`src/rtl/multicycle_controller.sv`:
```
// -----------------------------------------------------------------------------
// multicycle_controller
//
// Main control unit of the multi-cycle MIPS datapath. A Moore FSM steps each
// instruction through fetch / decode / execute / memory / writeback and drives
// the unified instruction/data memory, the datapath mux selects, the register
// enables and the ALU control. The ALU decoder lives here as well.
//
// Ports:
//   clk         in   1  system clock, rising edge
//   reset       in   1  asynchronous, active-high; forces FETCH
//   op          in   6  instr[31:26] from the instruction register
//   funct       in   6  instr[5:0] from the instruction register
//   zero        in   1  ALU zero flag
//   memwrite    out  1  memory write enable
//   iord        out  1  memory address select: 0 = PC, 1 = ALUOut
//   irwrite     out  1  instruction register load enable
//   pcen        out  1  PC load enable = pcwrite | (branch & zero)
//   regwrite    out  1  register file write enable
//   regdst      out  1  write register select: 0 = rt, 1 = rd
//   memtoreg    out  1  writeback select: 0 = ALUOut, 1 = data register
//   alusrca     out  1  ALU A select: 0 = PC, 1 = register A
//   alusrcb     out  2  ALU B select: 00 B, 01 4, 10 signimm, 11 signimm<<2
//   pcsrc       out  2  next PC select: 00 ALU result, 01 ALUOut, 10 jump
//   alucontrol  out  3  ALU operation
//   state       out  4  current FSM state (debug / verification)
// -----------------------------------------------------------------------------
module multicycle_controller (
    input  logic       clk,
    input  logic       reset,
    input  logic [5:0] op,
    input  logic [5:0] funct,
    input  logic       zero,
    output logic       memwrite,
    output logic       iord,
    output logic       irwrite,
    output logic       pcen,
    output logic       regwrite,
    output logic       regdst,
    output logic       memtoreg,
    output logic       alusrca,
    output logic [1:0] alusrcb,
    output logic [1:0] pcsrc,
    output logic [2:0] alucontrol,
    output logic [3:0] state
);

    typedef enum logic [3:0] {
        FETCH   = 4'd0,
        DECODE  = 4'd1,
        MEMADR  = 4'd2,
        MEMRD   = 4'd3,
        MEMWB   = 4'd4,
        MEMWR   = 4'd5,
        RTYPEEX = 4'd6,
        RTYPEWB = 4'd7,
        BEQEX   = 4'd8,
        ADDIEX  = 4'd9,
        ADDIWB  = 4'd10,
        JEX     = 4'd11
    } state_t;

    typedef enum logic [1:0] {
        ALU_ADD,
        ALU_SUB,
        ALU_FUNCT
    } aluop_t;

    localparam logic [5:0] OP_RTYPE = 6'b000000;
    localparam logic [5:0] OP_LW    = 6'b100011;
    localparam logic [5:0] OP_SW    = 6'b101011;
    localparam logic [5:0] OP_BEQ   = 6'b000100;
    localparam logic [5:0] OP_ADDI  = 6'b001000;
    localparam logic [5:0] OP_J     = 6'b000010;

    state_t state_q, state_d;

    // Next-state logic. Encodings 12-15 fall into the default and recover
    // to FETCH on the next edge.
    always_comb begin
        // NOTE: every always_comb output gets a default first so no path
        // through the case statement can infer a latch.
        state_d = FETCH;
        case (state_q)
            FETCH:   state_d = DECODE;
            DECODE: begin
                case (op)
                    OP_LW, OP_SW: state_d = MEMADR;
                    OP_RTYPE:     state_d = RTYPEEX;
                    OP_BEQ:       state_d = BEQEX;
                    OP_ADDI:      state_d = ADDIEX;
                    OP_J:         state_d = JEX;
                    default:      state_d = FETCH;  // unsupported op: NOP
                endcase
            end
            MEMADR:  state_d = (op == OP_SW) ? MEMWR : MEMRD;
            MEMRD:   state_d = MEMWB;
            RTYPEEX: state_d = RTYPEWB;
            ADDIEX:  state_d = ADDIWB;
            default: state_d = FETCH;
        endcase
    end

    // NOTE: sequential state uses non-blocking assignments so every register
    // samples its pre-edge value regardless of statement order.
    always_ff @(posedge clk or posedge reset) begin
        if (reset) state_q <= FETCH;
        else       state_q <= state_d;
    end

    // Moore output decode: everything depends on state only, except pcen.
    logic   pcwrite, branch;
    logic   memwrite_raw, irwrite_raw, regwrite_raw;
    aluop_t aluop;

    always_comb begin
        memwrite_raw = 1'b0;
        irwrite_raw  = 1'b0;
        regwrite_raw = 1'b0;
        pcwrite      = 1'b0;
        branch       = 1'b0;
        iord         = 1'b0;
        regdst       = 1'b0;
        memtoreg     = 1'b0;
        alusrca      = 1'b0;
        alusrcb      = 2'b00;
        pcsrc        = 2'b00;
        aluop        = ALU_ADD;
        case (state_q)
            FETCH: begin
                alusrcb     = 2'b01;
                irwrite_raw = 1'b1;
                pcwrite     = 1'b1;
            end
            DECODE:  alusrcb = 2'b11;  // precompute branch target
            MEMADR, ADDIEX: begin
                alusrca = 1'b1;
                alusrcb = 2'b10;
            end
            MEMRD:   iord = 1'b1;
            MEMWR: begin
                iord         = 1'b1;
                memwrite_raw = 1'b1;
            end
            MEMWB: begin
                memtoreg     = 1'b1;
                regwrite_raw = 1'b1;
            end
            RTYPEEX: begin
                alusrca = 1'b1;
                aluop   = ALU_FUNCT;
            end
            RTYPEWB: begin
                regdst       = 1'b1;
                regwrite_raw = 1'b1;
            end
            BEQEX: begin
                alusrca = 1'b1;
                aluop   = ALU_SUB;
                pcsrc   = 2'b01;
                branch  = 1'b1;
            end
            ADDIWB:  regwrite_raw = 1'b1;
            JEX: begin
                pcsrc   = 2'b10;
                pcwrite = 1'b1;
            end
            default: ;
        endcase
    end

    // FETCH is the reset state and would otherwise assert irwrite/pcen, so all
    // write enables are gated off while reset is held.
    assign memwrite = memwrite_raw & ~reset;
    assign irwrite  = irwrite_raw  & ~reset;
    assign regwrite = regwrite_raw & ~reset;
    assign pcen     = (pcwrite | (branch & zero)) & ~reset;

    // ALU decoder. Unknown funct codes default to add.
    always_comb begin
        alucontrol = 3'b010;
        case (aluop)
            ALU_ADD: alucontrol = 3'b010;
            ALU_SUB: alucontrol = 3'b110;
            default: begin
                case (funct)
                    6'b100000: alucontrol = 3'b010;
                    6'b100010: alucontrol = 3'b110;
                    6'b100100: alucontrol = 3'b000;
                    6'b100101: alucontrol = 3'b001;
                    6'b101010: alucontrol = 3'b111;
                    default:   alucontrol = 3'b010;
                endcase
            end
        endcase
    end

    assign state = state_q;

endmodule

```
`config.mk`:
```
export PLATFORM = sky130hd
export DESIGN_NAME = multicycle_controller
export DESIGN_NICKNAME = d
export VERILOG_FILES = /design/src/rtl/multicycle_controller.sv
export SDC_FILE = /design/constraint.sdc
export NUM_CORES = 1
export LEC_CHECK = 0
export BUFFER_PORTS_ARGS = -buffer_cell sky130_fd_sc_hd__buf_2
export CAP_MARGIN = 20
export CORE_AREA = 2 2 39 41
export CTS_BUF_LIST = sky130_fd_sc_hd__clkbuf_4 sky130_fd_sc_hd__clkbuf_8 sky130_fd_sc_hd__clkbuf_16
export CTS_CLUSTER_DIAMETER = 100
export DETAILED_ROUTE_END_ITERATION = 10
export DIE_AREA = 0 0 41 43
export PLACE_DENSITY = 0.74
export SETUP_SLACK_MARGIN = 0.02
export SLEW_MARGIN = 20
export SYNTH_ARGS = -nofsm -noshare
export SYNTH_HDL_FRONTEND = slang
export SYNTH_SLANG_ARGS = --single-unit
```
`constraint.sdc`:
```
create_clock -name clk -period 1.3 [get_ports clk]
set_input_delay 0.065 -clock clk [delete_from_list [all_inputs] [get_ports clk]]
set_output_delay 0.065 -clock clk [all_outputs]
set_load 0.02 [all_outputs]
```
==> results of run 1 <==
stage by stage:
stage                     power (W)  cells  worst slack, ns   util
after floorplan            0.000672     69           0.0192      -
after global placement     0.000877    126          -0.0920  0.583
after detailed placement   0.000890    126           -0.134  0.583
after CTS                   0.00125    134          -0.0954  0.689
after global routing        0.00141    136           -0.205  0.739
final                       0.00135    136           -0.144  0.739
layer usage:
layer / up-vias / routed length [µm]
met5: - / 0
met4: 0 / 50
met3: 6 / 116
met2: 35 / 1040
met1: 343 / 707
li1: 360 / -
repair_timing:
item,CTS,global route
setup buffers,4,2
hold endpoints to repair,4,0
pin swaps,6,1
gates resized for setup,23,18
setup endpoints to repair,13,15
hold buffers,1,0
worst min-delay path, cell delays in order:
cell and delay, ns:
buf_2 0.15, o41a_2 0.17, a211oi_2 0.04
path summary, 6_finish.rpt:
kind,start,end,cells past startpoint
max reg2reg,state[0],state[2],5
min,op[3],state[2],3
max in group asynchronous,reset,state[2],3
min in group asynchronous,reset,state[0],3
min reg2reg,state[2],state[0],2
max,state[1],regwrite,5
power by group:
part / switching, W / internal [W]
combinational: 0.000490 / 0.000483
sequential: 0.0000598 / 0.000157
clock: 0.0000522 / 0.000103
total: 0.000602 / 0.000743
layout make-up:
| type | instances | area (µm²) | share of cell area |
|---|---|---|---|
| Timing Repair Buffer | 53 | 383 | 0.375 |
| Multi-Input combinational cell | 55 | 473 | 0.463 |
| Clock buffer | 3 | 22.5 | 0.0220 |
| Tap cell | 16 | 20.0 | 0.0196 |
| Sequential cell | 4 | 105 | 0.103 |
| Inverter | 5 | 18.8 | 0.0184 |
cells in the final DEF (no fill, tap or decap), types with 2 or more instances in the layout:
cell	netlist	layout
nand2b_1	5	2
inv_1	5	4
dfrtp_2	0	4
nor2_1	7	5
nand2b_4	0	2
nand2_1	5	4
nor3_2	0	4
xnor2_1	3	2
clkbuf_4	0	3
buf_4	1	25
a21oi_2	0	2
buf_2	4	19
nor3_1	7	2
buf_6	0	8
a211oi_2	0	2
cell families (layout without fill, tap and decap cells):
| logic type | Yosys count | in the layout | synth area share |
|---|---|---|---|
| AOI/OAI and AO/OA | 16 | 16 | 0.261 |
| xor gates and xnor gates | 3 | 3 | 0.0526 |
| buffers and inverters | 10 | 61 | 0.0927 |
| DFF | 4 | 4 | 0.201 |
| and+or+nand+nor | 36 | 36 | 0.394 |
==> key figures, run 1 <==
Run status
  – Outcome: finished, violations left
  – Failing checks: negative setup slack

Logic synthesis
  – Mapped Cells: 69
  – Post-synth cell types: 33
  – Cell Area, Synth: 499 µm²
  – Synthesized area per cell: 7.24 µm²
  – Synth async-reset ratio: 1.00
  – Synth top area share: 0.201
  – Register bit total from synthesis: 4
  – Syn. warnings: 0
  – Dominant cell type by area after synthesis: dfrtp_1
  – EDFF count, synth: 0
  – Ranking of synthesized cells by area: dfrtp_1, nor3_1, nand2b_1, nor2_1, xnor2_1
  – Syn nets: 84
  – Ys flop type: dfrtp_1
  – Synth cell count leaders: nor2_1, nor3_1, inv_1, nand2_1, nand2b_1
  – Seq/Total Area, Yosys: 0.201

STA
  – Setup TNS: -0.641 ns
  – Final hold slack: 0.224 ns
  – Slew @ Worst Pin: 0.484 ns
  – Final Critical Period: 1.44 ns
  – Fmax: 0.692 GHz
  – Worst-case clock skew: 0.00282 ns
  – Max_slew headroom: 0.676
  – Final worst-path cycle share: 1.11
  – Setup violations, final: 10
  – Slew Limit Fails: 0
  – PnR worst setup slack: -0.144 ns
  – RSZ-0062 raised after global routing: yes
  – Final Hold Fails: 0

Final layout
  – # fillers: 105
  – N_diodes: 0
  – Fin area: 0.00102 mm²
  – Nets@finish: 137
  – Max reg flops: 4
  – Layout cells sized above 1: 0.700
  – Area growth from synthesis to layout: 105%

GRT
  – First-pass GRT wire length: 2610 µm
  – Vias in the first global route: 639
  – Initial antenna violation count: 0
  – GR Layer Usage met2: 0.359
  – Overall Global Routing Usage: 0.216
  – GR Util met3: 0.0524
  – Largest net degree at the start of global routing: 9
  – Grt total ovfl: 0
  – Most Crowded Layer GR: met2
  – Met1 usage: 0.231

Route
  – DR DRC count: 0
  – Routed Antenna Nets: 0
  – DR WL/cell: 14.1 µm
  – DR iter-0 viols: 11
  – Via count: 744
  – First-pass DRT Iterations: 4
  – Post-Route WL: 1910 µm
  – Via density: 5.47

Setup path
  – Chain of cells forming the critical path: buf_4 > nand2b_4 > nand3b_1 > a21oi_2 > buf_4
  – CP top delay family: flip-flops
  – Arr. time, crit path: 1.38 ns
  – Reg-to-reg setup timing slack: -0.06 ns
  – Cell seen most often among critical-path stages: buf_4
  – CP max stage cell: dfrtp_2
  – CP required: 1.24 ns
  – Max FO, Critical Path: 7
  – Bufs and invs on worst path: 2
  – CP Launch Type: flop
  – Critical path class: flop to output pin
  – Crit end category: output pin
  – Slowest stage delay, CP: 0.43 ns

Floorplanning
  – Die footprint: 0.00176 mm²
  – Rows: 14
  – I/O pins: 34
  – Starting Density: 0.361
  – Core area: 0.00138 mm²
  – Die width: 41 µm
  – DIE HEIGHT: 43 µm

Pwr
  – Peak supply drop: 894 µV
  – Pwr Density: 1320 mW/mm²
  – Leak: 0.459 nW

Place
  – GPL Wtd Cong: 0.740
  – Placed Area: 807 µm²
  – I/O Buffers: 33
  – Hpwl dp: 1240 µm

Clock tree
  – CTS root buffer: clkbuf_4
  – Clk sinks: 4
  – Clock latency on the worst-skew pair: 0.24 ns
  – CTS tree: built
  – CTS H-tree lvls: 1
  – Inserted Clock Buffers: 3
  – Clock buffer depth: 2
  – Clock Pin Slew Worst Setup and Hold Paths: 0.04 ns

Min path
  – HP Class: input pin to flop

Flow run
  – MaxCap Viol Count: 0
(Power assumes the default switching activity.)
==> inputs of run 2 (changes only) <==
Settings changed: CELL_PAD_IN_SITES_DETAIL_PLACEMENT set to 0, CELL_PAD_IN_SITES_GLOBAL_PLACEMENT set to 1, CORE_AREA 2 2 39 41 to not set, CORE_MARGIN set to 1.5, CORE_UTILIZATION set to 26, DIE_AREA 0 0 41 43 to not set, PLACE_DENSITY 0.74 to 0.78.
==> run 2 against run 1 <==
The run still ends with negative setup slack left; critical endpoint is now alucontrol[1]; maximum frequency is 3.1% higher; sequential power about the same; critical path type unchanged; cell count up 5.9%; die area rose by 24%; via count decreased by 5.9%; register-to-register slack got worse by 0.03 ns.
==> key figures, run 2 (synthesized netlist as in run 1, its figures left out) <==
Run status
  – Outcome: finished, violations left
  – Failing checks: negative setup slack

Clock tree
  – CTS H-tree lvls: 1 (unchanged)
  – Clock buffer depth: 2 (unchanged)
  – Inserted Clock Buffers: 3 (unchanged)
  – Clock latency on the worst-skew pair: 0.24 ns (about the same)
  – Clk sinks: 4 (unchanged)
  – Clock Pin Slew Worst Setup and Hold Paths: 0.04 ns (about the same)
  – CTS tree: built
  – CTS root buffer: clkbuf_4

Route
  – Routed Antenna Nets: 0 (unchanged)
  – Via count: 700 (-5.9%)
  – DR iter-0 viols: 7 (-4)
  – Via density: 4.86 (-11%)
  – DR WL/cell: 11.3 µm (-19%)
  – First-pass DRT Iterations: 4 (unchanged)
  – Post-Route WL: 1630 µm (-15%)
  – DR DRC count: 0 (unchanged)

Final layout
  – Fin area: 0.00101 mm² (-1.3%)
  – Most frequent cells in the layout: buf_4, buf_2, buf_6
  – Area growth from synthesis to layout: 102%
  – Final Core Density: 0.572 (-0.167)
  – Max reg flops: 4 (unchanged)
  – Most common cell after layout, fill and taps aside: buf_4
  – N_diodes: 0 (unchanged)
  – Layout cells sized above 1: 0.681 (-0.0193)
  – Nets@finish: 135 (-1.5%)

Setup path
  – CP top delay family: simple AND/OR/NAND/NOR gates
  – Reg-to-reg setup timing slack: -0.09 ns (-0.03 ns)
  – Chain of cells forming the critical path: nor2b_4 > nand4b_1 > nand2b_4 > buf_6
  – CP max stage cell: dfrtp_2
  – Crit end category: output pin
  – Max FO, Critical Path: 7 (unchanged)
  – Worst setup startpoint: state[1]
  – Worst r2r src: state[0]
  – CP required: 1.24 ns (about the same)
  – Slowest stage delay, CP: 0.44 ns (about the same)
  – CP Launch Type: flop
  – Critical path class: flop to output pin
  – Arr. time, crit path: 1.34 ns (-0.04 ns)
  – Bufs and invs on worst path: 1 (-1)

Pwr
  – Total design power: 0.00130 W (-3.5%)
  – Peak supply drop: 680 µV (-24%)
  – Leak: 0.450 nW (-1.9%)
  – Pwr Density: 1290 mW/mm² (-2.2%)

Floorplanning
  – Die footprint: 0.00219 mm² (+24%)
  – I/O pins: 34 (unchanged)
  – Rows: 15 (+1)
  – Die width: 46.8 µm (+14%)
  – Core area: 0.00176 mm² (+27%)
  – Starting Density: 0.283 (-0.0778)
  – DIE HEIGHT: 46.8 µm (+8.9%)

GRT
  – First-pass GRT wire length: 2480 µm (-4.8%)
  – Overall Global Routing Usage: 0.161 (-0.0548)
  – Grt total ovfl: 0 (unchanged)
  – Vias in the first global route: 604 (-5.5%)
  – Largest net degree at the start of global routing: 8 (-1)
  – Initial antenna violation count: 0 (unchanged)

Min path
  – HP Class: input pin to flop
  – Hold_sp: op[1]

STA
  – Final worst-path cycle share: 1.08 (-0.0339)
  – Worst-case clock skew: 0.00618 ns (+0.00337 ns)
  – Max_slew headroom: 0.720 (+0.0435)
  – Final Hold Fails: 0 (unchanged)
  – Final Critical Period: 1.40 ns (-0.0440 ns)
  – PnR worst setup slack: -0.100 ns (+0.0440 ns)
  – RSZ-0062 raised after global routing: yes
  – Setup TNS: -0.568 ns (+0.0736 ns)
  – Fmax: 0.714 GHz (+3.1%)
  – Slew Limit Fails: 0 (unchanged)
  – Slew @ Worst Pin: 0.419 ns (-0.0652 ns)
  – Setup violations, final: 9 (-1)

Place
  – I/O Buffers: 33 (unchanged)
  – GPL Wtd Cong: 0.759 (+2.5%)
  – Worst slack, placed: -0.139 ns (-0.00548 ns)
  – Hpwl dp: 1260 µm (+1.6%)
  – Placed Area: 818 µm² (+1.4%)

Flow run
  – MaxCap Viol Count: 0 (unchanged)
[run 2: cell count changes in the layout (fill, tap and decap cells not counted), sizes merged]
| cell | delta |
|---|---|
| clkbuf | +1 |
| buf | -2 |
[run 2: cell type report]
| type | count | area [µm²] |
|---|---|---|
| fillers | 179 | 756 |
| multi-input cells | 55 | 467 |
| flip-flops and latches | 4 | 105 |
| repair buffers | 51 | 357 |
| clock buffers | 4 | 30.0 |
| well taps | 25 | 31.3 |
| inverters | 5 | 18.8 |
[run 2: timing repair]
item                                   4_1_cts  5_1_grt
hold buffers                                 1        0
setup endpoints to repair                   14       15
setup buffers                                3        1
endpoints found under the hold margin        4        0
pin swaps                                    4        4
resized for setup                           19       17
[run 2: worst paths after layout]
kind / cells after the start / end
max: 4 / alucontrol[1]
min: 3 / state[2]
max reg2reg: 4 / state[2]
min reg2reg: 2 / state[0]
max in group asynchronous: 3 / state[2]
min in group asynchronous: 3 / state[1]
[run 2: through the flow]
stage / cells / hold slack [ns]
after floorplan: 69 / -0.169
after global placement: 135 / 0.0316
after detailed placement: 135 / 0.0340
after CTS: 143 / 0.176
after global routing: 144 / 0.206
final: 144 / 0.180
[run 2: worst reg2reg max path, stage by stage (launching register included)]
cell	delay, ns
dfrtp_2	0.44
buf_4	0.15
inv_1	0.05
o41a_2	0.48
a211oi_1	0.17
[run 2: routing by layer]
layer  track usage  share of wire
met4        0.0667              0
met3        0.0462          0.058
met1         0.191           0.44
met5             0              0
met2         0.271           0.50
[run 2: power breakdown]
group	internal, W	switching, W	leakage, nW
logic	0.000445	0.000445	0.385
registers	0.000157	0.0000603	0.0473
clock network	0.000136	0.0000545	0.0184
total	0.000739	0.000560	0.450
==> inputs of run 3 (changes only) <==
Settings changed: CTS_CLUSTER_SIZE set to 20, REMOVE_ABC_BUFFERS set to 1.
==> run 3 against run 2 <==
The run still ends with negative setup slack left; final area increased by 3.1%; sequential power shrank 4%; register-to-register slack improved by 0.16 ns; total power is essentially flat; non-clock buffer count up 4; clock skew down 0.0016 ns; clock power down 19%; core utilization increased by 1.8 points; wire length rose by 14%; worst setup slack lost 0.0083 ns; via count grew 3.4%.
==> key figures, run 3 (synthesized netlist as in run 1, its figures left out) <==
Final layout
  – Most common cell after layout, fill and taps aside: buf_2
  – N_diodes: 0 (unchanged)
  – Max reg flops: 4 (unchanged)
  – Fin area: 0.00104 mm² (+3.1%)
  – Most frequent cells in the layout: buf_2, buf_4, buf_6
  – Area growth from synthesis to layout: 108%
  – Layout cells sized above 1: 0.680 (about the same)
  – # fillers: 187 (+4.5%)
  – Fin cells: 147 (+2.1%)
  – Nets@finish: 139 (+3.0%)

Setup path
  – Crit end category: output pin
  – Worst setup startpoint: state[3]
  – Critical path class: flop to output pin
  – CP required: 1.24 ns (about the same)
  – CP Launch Type: flop
  – Arr. time, crit path: 1.34 ns (about the same)
  – Reg-to-reg setup timing slack: 0.07 ns (+0.16 ns)
  – Worst r2r src: state[0]
  – Max FO, Critical Path: 6 (-1)
  – Reg2reg end: state[2]
  – Critical Path End: alucontrol[1]
  – R2R cell count: 4 (unchanged)

GRT
  – Grt total ovfl: 0 (unchanged)
  – First-pass GRT wire length: 2630 µm (+5.8%)
  – Overall Global Routing Usage: 0.172 (+0.0110)
  – Vias in the first global route: 633 (+4.8%)
  – Initial antenna violation count: 0 (unchanged)
  – Largest net degree at the start of global routing: 10 (+2)

Clock tree
  – CTS H-tree lvls: 1 (unchanged)
  – CTS root buffer: clkbuf_4
  – Clock latency on the worst-skew pair: 0.24 ns (about the same)
  – Clk sinks: 4 (unchanged)
  – Inserted Clock Buffers: 3 (unchanged)
  – Clock Pin Slew Worst Setup and Hold Paths: 0.04 ns (about the same)
  – Clock buffer depth: 2 (unchanged)
  – CTS tree: built

Floorplanning
  – Core area: 0.00176 mm² (unchanged)
  – Starting Density: 0.283 (unchanged)
  – Die footprint: 0.00219 mm² (unchanged)
  – DIE HEIGHT: 46.8 µm (unchanged)
  – Die width: 46.8 µm (unchanged)
  – I/O pins: 34 (unchanged)
  – Rows: 15 (unchanged)

Pwr
  – Pwr Density: 1250 mW/mm² (-2.9%)
  – Total design power: 0.00130 W (about the same)
  – Leak: 0.466 nW (+3.5%)
  – Peak supply drop: 655 µV (-3.6%)

Place
  – GPL Wtd Cong: 0.767 (+1.1%)
  – I/O Buffers: 33 (unchanged)
  – Worst slack, placed: -0.120 ns (+0.0189 ns)
  – Cells after DPL: 135 (unchanged)
  – Hpwl dp: 1270 µm (+0.82%)
  – Placed Area: 766 µm² (-6.4%)

Min path
  – HP Class: input pin to flop

Route
  – DR DRC count: 0 (unchanged)
  – Via density: 4.93 (+1.3%)
  – Via count: 724 (+3.4%)
  – Post-Route WL: 1860 µm (+14%)
  – DR WL/cell: 12.6 µm (+11%)
  – Routed Antenna Nets: 0 (unchanged)
  – First-pass DRT Iterations: 4 (unchanged)
  – DR iter-0 viols: 22 (+15)

STA
  – RSZ-0062 raised after global routing: yes
  – Slew Limit Fails: 0 (unchanged)
  – Final hold slack: 0.219 ns (+0.0390 ns)
  – Setup violations, final: 8 (-1)
  – Fmax: 0.710 GHz (-0.59%)
  – Final Hold Fails: 0 (unchanged)
  – PnR worst setup slack: -0.109 ns (-0.00829 ns)
  – Worst-case clock skew: 0.00460 ns (-0.00159 ns)
  – Final Critical Period: 1.41 ns (+0.00828 ns)
  – Final worst-path cycle share: 1.08 (+0.00637)
  – Slew @ Worst Pin: 0.497 ns (+0.0772 ns)
  – Max_slew headroom: 0.668 (-0.0516)

Run status
  – Failing checks: negative setup slack
  – Outcome: finished, violations left

Flow run
  – MaxCap Viol Count: 0 (unchanged)
==> run 3: through the flow <==
stage                util  TNS, ns
finish              0.589   -0.497
global route        0.589    -1.06
detailed placement  0.434   -0.174
global placement    0.434   -0.132
CTS                 0.512   -0.662
floorplan               -    -1.41
==> run 3: power breakdown <==
| group | internal, W | switching (W) | total, W |
|---|---|---|---|
| combinational | 0.000457 | 0.000481 | 0.000938 |
| clock | 0.000103 | 0.0000506 | 0.000154 |
| sequential | 0.000156 | 0.0000513 | 0.000208 |
==> run 3: layout make-up <==
cell class                 instances  area [µm²]  area share
clock buffer                       3        22.5      0.0217
timing repair buffer              55         402       0.386
multi-input combinational         55         459       0.442
sequential                         4         104      0.0999
tap                               25        31.3      0.0301
inverter                           5        21.3      0.0205
==> run 3: worst min-delay path by stage <==
stage | from | end | depth (start not counted)
after detailed placement | reset | state[3] | 2
final | op[1] | state[2] | 3
after global placement | reset | state[3] | 2
after CTS | op[1] | state[2] | 3
after global routing | op[1] | state[2] | 3
after floorplan | reset | state[0] | 1
==> run 3: per-layer routing <==
metal  share of wire  GRT usage  wire [µm]  up-vias
met5               0          0          0        -
met4           0.011      0.117         21        0
met3           0.064     0.0231        119        2
met2            0.54      0.301        996       33
met1            0.39      0.191        719      327
li1                -          -          -      362
==> run 3: worst max-delay path, cell delays in order (launching register included) <==
cell,delay [ns]
dfrtp_2,0.47
nor2b_2,0.15
nand4b_1,0.17
nand2b_4,0.18
buf_6,0.14
==> run 3: repair_timing <==
action / in CTS / in global routing
endpoints found under the setup margin: 13 / 14
buffers inserted: 4 / 5
hold buffers: 1 / 0
gates resized for setup: 22 / 29
endpoints found under the hold margin: 4 / 0
pin swaps: 2 / 12
